==> config.mk <==
export PLATFORM = sky130hd
export DESIGN_NAME = mcycle_ctrl
export DESIGN_NICKNAME = d
export VERILOG_FILES = /design/src/rtl/mcycle_ctrl.sv
export SDC_FILE = /design/constraint.sdc
export NUM_CORES = 1
export LEC_CHECK = 0
export ABC_CLOCK_PERIOD_IN_PS = 2800
export CORE_MARGIN = 3
export CORE_UTILIZATION = 34
export CTS_BUF_LIST = sky130_fd_sc_hd__clkbuf_2
export CTS_CLUSTER_SIZE = 25
export DETAILED_ROUTE_END_ITERATION = 8
export PLACE_DENSITY = 0.84
export SLEW_MARGIN = 20
export SYNTH_ARGS = -nofsm -noshare
export SYNTH_HDL_FRONTEND = slang
export SYNTH_SLANG_ARGS = --single-unit
export TNS_END_PERCENT = 5
==> constraint.sdc <==
create_clock -name CLK -period 2.8 [get_ports CLK]
set_input_delay 0.28 -clock CLK [delete_from_list [all_inputs] [get_ports CLK]]
set_output_delay 0.28 -clock CLK [all_outputs]
set_load 0.01 [all_outputs]
==> src/rtl/mcycle_ctrl.sv <==
// mcycle_ctrl: multi-cycle RV32I control unit (FETCH/EXEC/WAIT/WB).
// Data-memory read latency is set by MEM_LAT (1..15 cycles).
// Optional interrupt entry state is built only when MCYCLE_CTRL_INTR_EN is defined.
module mcycle_ctrl #(
   parameter int MEM_LAT = 1
) (
   input  logic        CLK,
   input  logic        RST,
   input  logic [31:0] IR,
   input  logic        BR_EQ,
   input  logic        BR_LT,
   input  logic        BR_LTU,
   output logic        MEM_RDEN1,
   output logic        MEM_RDEN2,
   output logic        MEM_WE2,
   output logic        PC_WE,
   output logic        REG_WE,
   output logic [2:0]  IMM_SEL,
   output logic [2:0]  PC_SEL,
   output logic [3:0]  ALU_FUN,
   output logic        SRCA_SEL,
   output logic [1:0]  SRCB_SEL,
   output logic [1:0]  RF_WR_SEL,
   output logic [2:0]  STATE,
   output logic        ILLEGAL
`ifdef MCYCLE_CTRL_INTR_EN
   ,
   input  logic        INTR,
   output logic        INT_TAKEN
`endif
);

   typedef enum logic [2:0] {
      ST_FETCH = 3'd0,
      ST_EXEC  = 3'd1,
      ST_WAIT  = 3'd2,
      ST_WB    = 3'd3,
      ST_INTR  = 3'd4
   } state_t;

   localparam logic [6:0] OPC_LUI    = 7'b0110111;
   localparam logic [6:0] OPC_AUIPC  = 7'b0010111;
   localparam logic [6:0] OPC_JAL    = 7'b1101111;
   localparam logic [6:0] OPC_JALR   = 7'b1100111;
   localparam logic [6:0] OPC_BRANCH = 7'b1100011;
   localparam logic [6:0] OPC_LOAD   = 7'b0000011;
   localparam logic [6:0] OPC_STORE  = 7'b0100011;
   localparam logic [6:0] OPC_OPIMM  = 7'b0010011;
   localparam logic [6:0] OPC_OP     = 7'b0110011;

   localparam logic [3:0] LOAD_CNT = 4'(MEM_LAT - 1);

   state_t      state;
   state_t      next_state;
   logic [3:0]  cnt;
   logic [3:0]  cnt_next;

   logic [6:0]  opcode;
   logic [2:0]  funct3;
   logic        is_lui, is_auipc, is_jal, is_jalr, is_branch;
   logic        is_load, is_store, is_opimm, is_op, is_known;
   logic        branch_taken;
   logic        irq_req;
   logic [2:0]  dec_imm_sel;
   logic [3:0]  dec_alu_fun;
   logic        dec_srca_sel;
   logic [1:0]  dec_srcb_sel;
   logic        unused_ir;

   assign opcode    = IR[6:0];
   assign funct3    = IR[14:12];
   assign unused_ir = ^{IR[31], IR[29:15], IR[11:7]};

   assign is_lui    = (opcode == OPC_LUI);
   assign is_auipc  = (opcode == OPC_AUIPC);
   assign is_jal    = (opcode == OPC_JAL);
   assign is_jalr   = (opcode == OPC_JALR);
   assign is_branch = (opcode == OPC_BRANCH);
   assign is_load   = (opcode == OPC_LOAD);
   assign is_store  = (opcode == OPC_STORE);
   assign is_opimm  = (opcode == OPC_OPIMM);
   assign is_op     = (opcode == OPC_OP);
   assign is_known  = is_lui | is_auipc | is_jal | is_jalr | is_branch |
                      is_load | is_store | is_opimm | is_op;

`ifdef MCYCLE_CTRL_INTR_EN
   assign irq_req = INTR;
`else
   assign irq_req = 1'b0;
`endif

   assign STATE = state;

   // State register and load-latency counter; reset wins over any transition.
   always_ff @(posedge CLK) begin
      if (RST) begin
         state <= ST_FETCH;
         cnt   <= 4'd0;
      end else begin
         state <= next_state;
         cnt   <= cnt_next;
      end
   end

   // Branch condition select from funct3; 010/011 are not valid branches.
   always_comb begin
      branch_taken = 1'b0;
      case (funct3)
         3'b000:  branch_taken = BR_EQ;
         3'b001:  branch_taken = ~BR_EQ;
         3'b100:  branch_taken = BR_LT;
         3'b101:  branch_taken = ~BR_LT;
         3'b110:  branch_taken = BR_LTU;
         3'b111:  branch_taken = ~BR_LTU;
         default: branch_taken = 1'b0;
      endcase
   end

   // Instruction-field decode shared by EXEC, WAIT and WB.
   always_comb begin
      dec_imm_sel  = 3'd0;
      dec_alu_fun  = 4'b0000;
      dec_srca_sel = 1'b0;
      dec_srcb_sel = 2'd0;
      if (is_lui) begin
         dec_imm_sel  = 3'd3;
         dec_alu_fun  = 4'b1001;
         dec_srca_sel = 1'b1;
      end else if (is_auipc) begin
         dec_imm_sel  = 3'd3;
         dec_srca_sel = 1'b1;
         dec_srcb_sel = 2'd2;
      end else if (is_jal) begin
         dec_imm_sel  = 3'd4;
      end else if (is_jalr || is_load) begin
         dec_srcb_sel = 2'd1;
      end else if (is_store) begin
         dec_imm_sel  = 3'd1;
         dec_srcb_sel = 2'd1;
      end else if (is_branch) begin
         dec_imm_sel  = 3'd2;
      end else if (is_opimm) begin
         dec_alu_fun  = {(funct3 == 3'b101) ? IR[30] : 1'b0, funct3};
         dec_srcb_sel = 2'd1;
      end else if (is_op) begin
         dec_alu_fun  = {IR[30], funct3};
      end
   end

   // Next-state and output decode; every enable defaults low.
   always_comb begin
      next_state = ST_FETCH;
      cnt_next   = cnt;
      MEM_RDEN1  = 1'b0;
      MEM_RDEN2  = 1'b0;
      MEM_WE2    = 1'b0;
      PC_WE      = 1'b0;
      REG_WE     = 1'b0;
      IMM_SEL    = 3'd0;
      PC_SEL     = 3'd0;
      ALU_FUN    = 4'b0000;
      SRCA_SEL   = 1'b0;
      SRCB_SEL   = 2'd0;
      RF_WR_SEL  = 2'd0;
      ILLEGAL    = 1'b0;
`ifdef MCYCLE_CTRL_INTR_EN
      INT_TAKEN  = 1'b0;
`endif
      case (state)
         ST_FETCH: begin
            MEM_RDEN1  = 1'b1;
            next_state = ST_EXEC;
         end
         ST_EXEC: begin
            IMM_SEL  = dec_imm_sel;
            ALU_FUN  = dec_alu_fun;
            SRCA_SEL = dec_srca_sel;
            SRCB_SEL = dec_srcb_sel;
            if (is_load) begin
               MEM_RDEN2  = 1'b1;
               RF_WR_SEL  = 2'd2;
               cnt_next   = LOAD_CNT;
               next_state = (MEM_LAT == 1) ? ST_WB : ST_WAIT;
            end else begin
               PC_WE      = 1'b1;
               RF_WR_SEL  = (is_jal || is_jalr) ? 2'd0 : 2'd2;
               REG_WE     = is_lui | is_auipc | is_jal | is_jalr | is_op | is_opimm;
               MEM_WE2    = is_store;
               ILLEGAL    = ~is_known;
               if (is_jal)
                  PC_SEL = 3'd3;
               else if (is_jalr)
                  PC_SEL = 3'd1;
               else if (is_branch && branch_taken)
                  PC_SEL = 3'd2;
               next_state = irq_req ? ST_INTR : ST_FETCH;
            end
         end
         ST_WAIT: begin
            IMM_SEL    = dec_imm_sel;
            ALU_FUN    = dec_alu_fun;
            SRCA_SEL   = dec_srca_sel;
            SRCB_SEL   = dec_srcb_sel;
            RF_WR_SEL  = 2'd1;
            MEM_RDEN2  = 1'b1;
            cnt_next   = cnt - 4'd1;
            next_state = (cnt <= 4'd1) ? ST_WB : ST_WAIT;
         end
         ST_WB: begin
            IMM_SEL    = dec_imm_sel;
            ALU_FUN    = dec_alu_fun;
            SRCA_SEL   = dec_srca_sel;
            SRCB_SEL   = dec_srcb_sel;
            REG_WE     = 1'b1;
            RF_WR_SEL  = 2'd1;
            PC_WE      = 1'b1;
            next_state = irq_req ? ST_INTR : ST_FETCH;
         end
`ifdef MCYCLE_CTRL_INTR_EN
         ST_INTR: begin
            PC_SEL     = 3'd4;
            PC_WE      = 1'b1;
            INT_TAKEN  = 1'b1;
            next_state = ST_FETCH;
         end
`endif
         default: begin
            next_state = ST_FETCH;
         end
      endcase
   end

endmodule

==> results of run 1 <==
[cell usage in the layout (no fill, tap or decap), types with 2 or more instances in the layout]
master / count
xor2_1: 2
nand2_1: 6
nand2b_1: 4
a211oi_1: 3
buf_4: 9
a31oi_1: 5
clkdlybuf4s50_1: 37
nor2_1: 11
nor4_1: 5
or3_1: 2
and2_1: 3
dfxtp_1: 6
ha_1: 8
nand3_1: 5
inv_1: 8
or4_1: 2
a21oi_1: 3
nand3b_1: 2
clkbuf_2: 3
conb_1: 2
nor3_1: 7
[cell type report]
type | instances | area [sq um]
Multi-Input combinational cell | 88 | 583
Tap cell | 27 | 33.8
Clock buffer | 3 | 15.0
Sequential cell | 6 | 120
Inverter | 8 | 30.0
Fill cell | 203 | 842
Timing Repair Buffer | 46 | 438
[registers in the layout, summed over array words and instances, names as in the netlist]
| name | cells |
|---|---|
| cnt | 4 |
| STATE | 2 |
[metrics by stage]
stage | power, mW | util, %
floorplan | 0.130 | -
global placement | 0.181 | 58.4
finish | 0.249 | 59.2
CTS | 0.250 | 59.2
detailed placement | 0.183 | 58.4
global route | 0.263 | 59.2
[worst max-delay path: cells and delay by family, from the launching register on]
kind	cells	cell delay [ns]
adder cells (fa/ha/maj)	1	0.23
flip-flops	1	0.35
AO/OA/AOI/OAI	1	0.24
buffers and inverters	3	0.78
AND/OR/NAND/NOR	1	0.53
[logic make-up after synthesis]
group	synth area share [%]
buf+inv	9.55
simple gates	38.8
compound gates	19.3
xor+xnor	3.40
other cells	0.485
flops	15.5
fa+ha+maj	12.9
[how the worst max path moves through the flow]
stage             start         to  slack [ns]  cells after the start
4_1_cts        STATE[1]  MEM_RDEN2        0.17                      6
3_3_place_gp     IR[12]  PC_SEL[1]        0.21                      6
2_1_floorplan  STATE[1]     cnt[3]        0.76                      7
5_1_grt        STATE[1]  MEM_RDEN2       0.008                      6
3_5_place_dp     IR[12]  PC_SEL[1]        0.19                      6
6_report       STATE[1]  MEM_RDEN2        0.15                      6
[power by group]
| part | total (mW) | switching [mW] | internal, mW |
|---|---|---|---|
| Clock | 0.0669 | 0.0377 | 0.0292 |
| Combinational | 0.0941 | 0.0427 | 0.0515 |
| Sequential | 0.0883 | 0.00181 | 0.0864 |
| Total | 0.249 | 0.0822 | 0.167 |
[Yosys cell counts (all sizes together) (2+ instances only)]
| cell | instances | share of area, % |
|---|---|---|
| nand3b | 2 | 1.9 |
| nor3 | 7 | 4.5 |
| and2 | 3 | 2.4 |
| xor2 | 2 | 2.3 |
| nand3 | 5 | 3.2 |
| nand2 | 6 | 2.9 |
| a21oi | 3 | 1.9 |
| a211oi | 3 | 2.9 |
| or4 | 2 | 1.9 |
| nor4 | 5 | 4.0 |
| clkbuf | 2 | 0.97 |
| a31oi | 5 | 4.0 |
| ha | 8 | 13 |
| nand2b | 4 | 3.2 |
| dfxtp | 6 | 16 |
| inv | 8 | 3.9 |
| nor2 | 11 | 5.3 |
| buf | 5 | 4.7 |
| or3 | 2 | 1.6 |
[metal layers]
layer,track usage [%],up-vias,routed length [microns]
li1,-,479,-
met1,20.4,430,1010
met2,29.0,39,1090
met3,4.43,2,231
met5,0,-,0
met4,2.55,0,11
==> flow_summary_export.csv, run 1 <==
group,metric,value,unit
run_status,status,"completed",
clocking,cts_tree,"done",
global_routing,grt_pass1_vias,848,
clocking,cts-root-buf,"clkbuf_2",
synth,synth-edff-count,0,
clocking,max-clock-path-buffers,2,
cells_and_area,nets,198,
place,dp_cells,175,
global_routing,grt_util_all_layers,16.6,%
timing,setup_viol,0,
power,power.density,204,nW/um^2
routing,drtIter0Drc,14,
setup_path,cpMostUsedCell,"inv_1",
routing,wl_per_cell,13.1,microns
power,vdd_ir_drop_max,0.189,mV
timing,whs,0.534,ns
timing,setup_slack,0.150,ns
cells_and_area,fin_cells,178,
synth,ys.flop_type,"dfxtp_1",
routing,vias_per_cell,5.34,
clocking,postCtsSetupRepairBufs,0,
hold_path,worstHoldPathCells,2,
floorplanning,ios,61,
routing,vias,950,
setup_path,crit_required,2.52,ns
clocking,numCtsBuffers,3,
routing,antenna_left,0,
floorplanning,die_w,53.7,microns
timing,rsz0062_at_grt,"false",
setup_path,r2r_end,"cnt[3]",
synth,synth.distinct_cells,40,
place,dpl_cell_area,1200,sq um
timing,fmaxAchievable,377,MHz
synth,netlist_area,773,sq um
routing,routed_wl,2.34,mm
hold_path,holdPathEnd,"cnt[1]",
setup_path,worstPathArrival,2.37,ns
floorplanning,die_y,53.7,microns
clocking,cts.clk_slew.worst_paths,0.07,ns
setup_path,cp_max_fo,5,
floorplanning,rows,16,
synth,synth-seq-area-share,15.5,%
cells_and_area,fin_area,1220,sq um
clocking,clock_latency,0.23,ns
setup_path,path_cells,"inv_1, ha_1, inv_1, or4b_1, a21boi_0, clkdlybuf4s50_1",
place,io_buffers,37,
clocking,htreeDepth,1,
global_routing,grt_pass1_wl,3.68,mm
floorplanning,start_util,37.5,%
setup_path,startpoint_type,"register",
place,gp_congestion,0.875,
cells_and_area,area_delta_synth_final,57.8,%
setup_path,slowest_stage,"clkdlybuf4s50_1",
global_routing,grt_max_degree,10,
setup_path,reg2reg_setup_slack,0.58,ns
run,cap_violations,0,
timing,post-route-min-period,2.65,ns
hold_path,min_path_type,"register to register",
floorplanning,coreArea,2060,sq um
timing,drv_slew,0,
clocking,numClockSinks,6,
global_routing,overflow,0,
floorplanning,fp.dieArea,2880,sq um
clocking,cts_resized,0,
timing,setup_tns,0,ns
power,p_leak,0.461,nW
clocking,cts_hold_buf,0,
synth,synthCells,108,
setup_path,path_class,"register to output port",
routing,drt_first_pass_iters,4,
setup_path,r2r_start,"STATE[1]",
setup_path,cp-end-kind,"output port",
cells_and_area,drive_gt1_share,7.95,%
setup_path,reg2reg_depth,7,
global_routing,antenna_found_initial,0,
cells_and_area,diodes,0,
place,hpwl,1.85,mm
place,place_ws,0.188,ns
synth,avgSynthCellArea,7.16,sq um
routing,drc,0,
timing,period_share,94.7,%
synth,ys_async_sr_fraction,0,%
hold_path,min_from,"cnt[1]",
timing,finalClockSkew,0.00265,ns
synth,yosys_warnings,0,
synth,ys_seq_elements,6,
setup_path,cpPeakStageDelay,0.58,ns
timing,finalHoldViolations,0,
(Power assumes the default switching activity.)
==> inputs of run 2 (changes only) <==
--- a/config.mk
+++ b/config.mk
@@ -14,3 +14,3 @@
 export PLACE_DENSITY = 0.84
-export SLEW_MARGIN = 20
+export SLEW_MARGIN = 10
 export SYNTH_ARGS = -nofsm -noshare
==> constraint.sdc (replaced) <==
create_clock -name CLK -period 2.8 [get_ports CLK]
set_input_delay 0.56 -clock CLK [delete_from_list [all_inputs] [get_ports CLK]]
set_output_delay 0.56 -clock CLK [all_outputs]
set_load 0.01 [all_outputs]
==> flow_summary_export.csv, run 2 (synthesized netlist as in run 1, its figures left out) <==
group,metric,value,unit
place,dp_cells,186,
floorplanning,fp.dieArea,2880,sq um
global_routing,grt_pass1_vias,996,
timing,drv_slew,0,
cells_and_area,layout_commonest_cell,"buf_4",
global_routing,grt_util_all_layers,19.1,%
place,gp_congestion,0.880,
place,hpwl,2.07,mm
routing,drc,0,
cells_and_area,fin_cells,191,
cells_and_area,nets,211,
cells_and_area,diodes,0,
run,cap_violations,0,
timing,finalHoldViolations,0,
setup_path,worstPathArrival,2.23,ns
global_routing,top_usage_layer,"met2",
clocking,numClockSinks,6,
setup_path,crit_required,2.24,ns
cells_and_area,area_delta_synth_final,77.7,%
cells_and_area,drive_gt1_share,21.3,%
clocking,max-clock-path-buffers,2,
routing,wl_per_cell,14.3,microns
setup_path,path_class,"input port to output port",
floorplanning,coreArea,2060,sq um
routing,drt_first_pass_iters,6,
timing,setup_slack,0.0130,ns
clocking,htreeDepth,1,
power,p_sw,0.0869,mW
timing,finalClockSkew,0.00744,ns
power,vdd_ir_drop_max,0.181,mV
routing,antenna_left,0,
power,intPower,0.174,mW
clocking,cts.clk_slew.worst_paths,0.07,ns
global_routing,antenna_found_initial,0,
timing,setup_viol,0,
cells_and_area,final_cell_mix,"buf_4 (22), clkdlybuf4s50_1 (17), nor2_1 (10), dlymetal6s2s_1 (10)",
routing,drtIter0Drc,19,
floorplanning,ios,61,
clocking,numCtsBuffers,3,
timing,post-route-min-period,2.79,ns
power,pwr-share-comb,42.2,%
run_status,status,"completed",
setup_path,cp-end-kind,"output port",
power,p_leak,0.746,nW
global_routing,met3_usage,3.88,%
power,switching_share,33.3,%
floorplanning,die_w,53.7,microns
timing,whs,0.529,ns
global_routing,overflow,0,
timing,period_share,99.5,%
global_routing,grt_max_degree,10,
clocking,cts_tree,"done",
place,place_ws,-0.373,ns
floorplanning,die_y,53.7,microns
global_routing,grtUsageMet2,35.3,%
setup_path,cp_max_fo,4,
power,clockPowerShare,24.0,%
power,seqPwrFrac,33.8,%
floorplanning,rows,16,
routing,routed_wl,2.73,mm
clocking,cts_hold_buf,0,
place,io_buffers,37,
clocking,cts-root-buf,"clkbuf_2",
cells_and_area,num-fill-cells,177,
cells_and_area,largest_reg_flops,4,
hold_path,min_path_type,"register to register",
floorplanning,start_util,37.5,%
timing,fmaxAchievable,359,MHz
clocking,clock_latency,0.23,ns
setup_path,startpoint_type,"input port",
cells_and_area,regMostFlops,"cnt",
routing,vias_per_cell,5.41,
global_routing,use_met1,20.4,%
routing,vias,1034,
global_routing,grt_pass1_wl,4.11,mm
power,power.density,190,nW/um^2
[run 2: cell types whose count changed in the layout (fill, tap and decap cells not counted), sizes merged]
| cell | delta |
|---|---|
| dlygate4sd2 | +7 |
| dlymetal6s2s | +10 |
| buf | +14 |
| clkdlybuf4s50 | -20 |
| clkbuf | +2 |
[run 2: final cells by class]
type	count	area (sq um)	share of cell area, %
tap	27	33.8	2.46
sequential	6	120	8.74
multi-input combinational	88	638	46.4
inverter	8	30.0	2.19
clock buffer	3	15.0	1.09
timing repair buffer	59	537	39.1
[run 2: what timing repair did]
item,4_1_cts,5_1_grt
setup endpoints to repair,17,12
buffers inserted,0,2
cloned,0,0
endpoints found under the hold margin,0,0
resized for setup,18,19
pin swaps,0,2
[run 2: critical path: stages]
cell and delay, ns:
clkdlybuf4s50_1 0.50, buf_4 0.14, nand3_1 0.16, nor3_4 0.26, buf_4 0.14, buf_4 0.12, nor3_1 0.05, dlygate4sd2_1 0.31
[run 2: path summary, 6_finish.rpt]
check	start	endpoint	slack [ns]	cells after the start
worst max-delay path	IR[0]	SRCB_SEL[0]	0.01	8
worst min register to register	cnt[0]	cnt[0]	0.53	1
worst max register to register	STATE[1]	cnt[3]	0.56	7
worst min-delay path	cnt[0]	cnt[0]	0.53	1
[run 2: power groups by stage]
stage | clock [mW] | sequential (mW) | combinational, mW
global route | 0.0715 | 0.0885 | 0.118
CTS | 0.0654 | 0.0883 | 0.105
global placement | 0 | 0.0901 | 0.100
finish | 0.0628 | 0.0883 | 0.110
detailed placement | 0 | 0.0902 | 0.104
floorplan | 0 | 0.0904 | 0.0398
[run 2: per-layer routing]
metal,wire (microns),part of all wire (%)
met1,1110,41
met2,1330,49
met3,231,8.5
met4,62,2.3
met5,0,0
[run 2: stage by stage]
| step | cell area [sq um] | utilization [%] | total power, mW | setup TNS, ns |
|---|---|---|---|---|
| 2_1_floorplan | 777 | - | 0.130 | 0 |
| 3_3_place_gp | 1290 | 62.4 | 0.190 | -2.68 |
| 3_5_place_dp | 1290 | 62.4 | 0.194 | -3.01 |
| 4_1_cts | 1310 | 63.5 | 0.259 | -0.774 |
| 5_1_grt | 1370 | 66.6 | 0.278 | -0.108 |
| 6_report | 1370 | 66.6 | 0.261 | 0 |
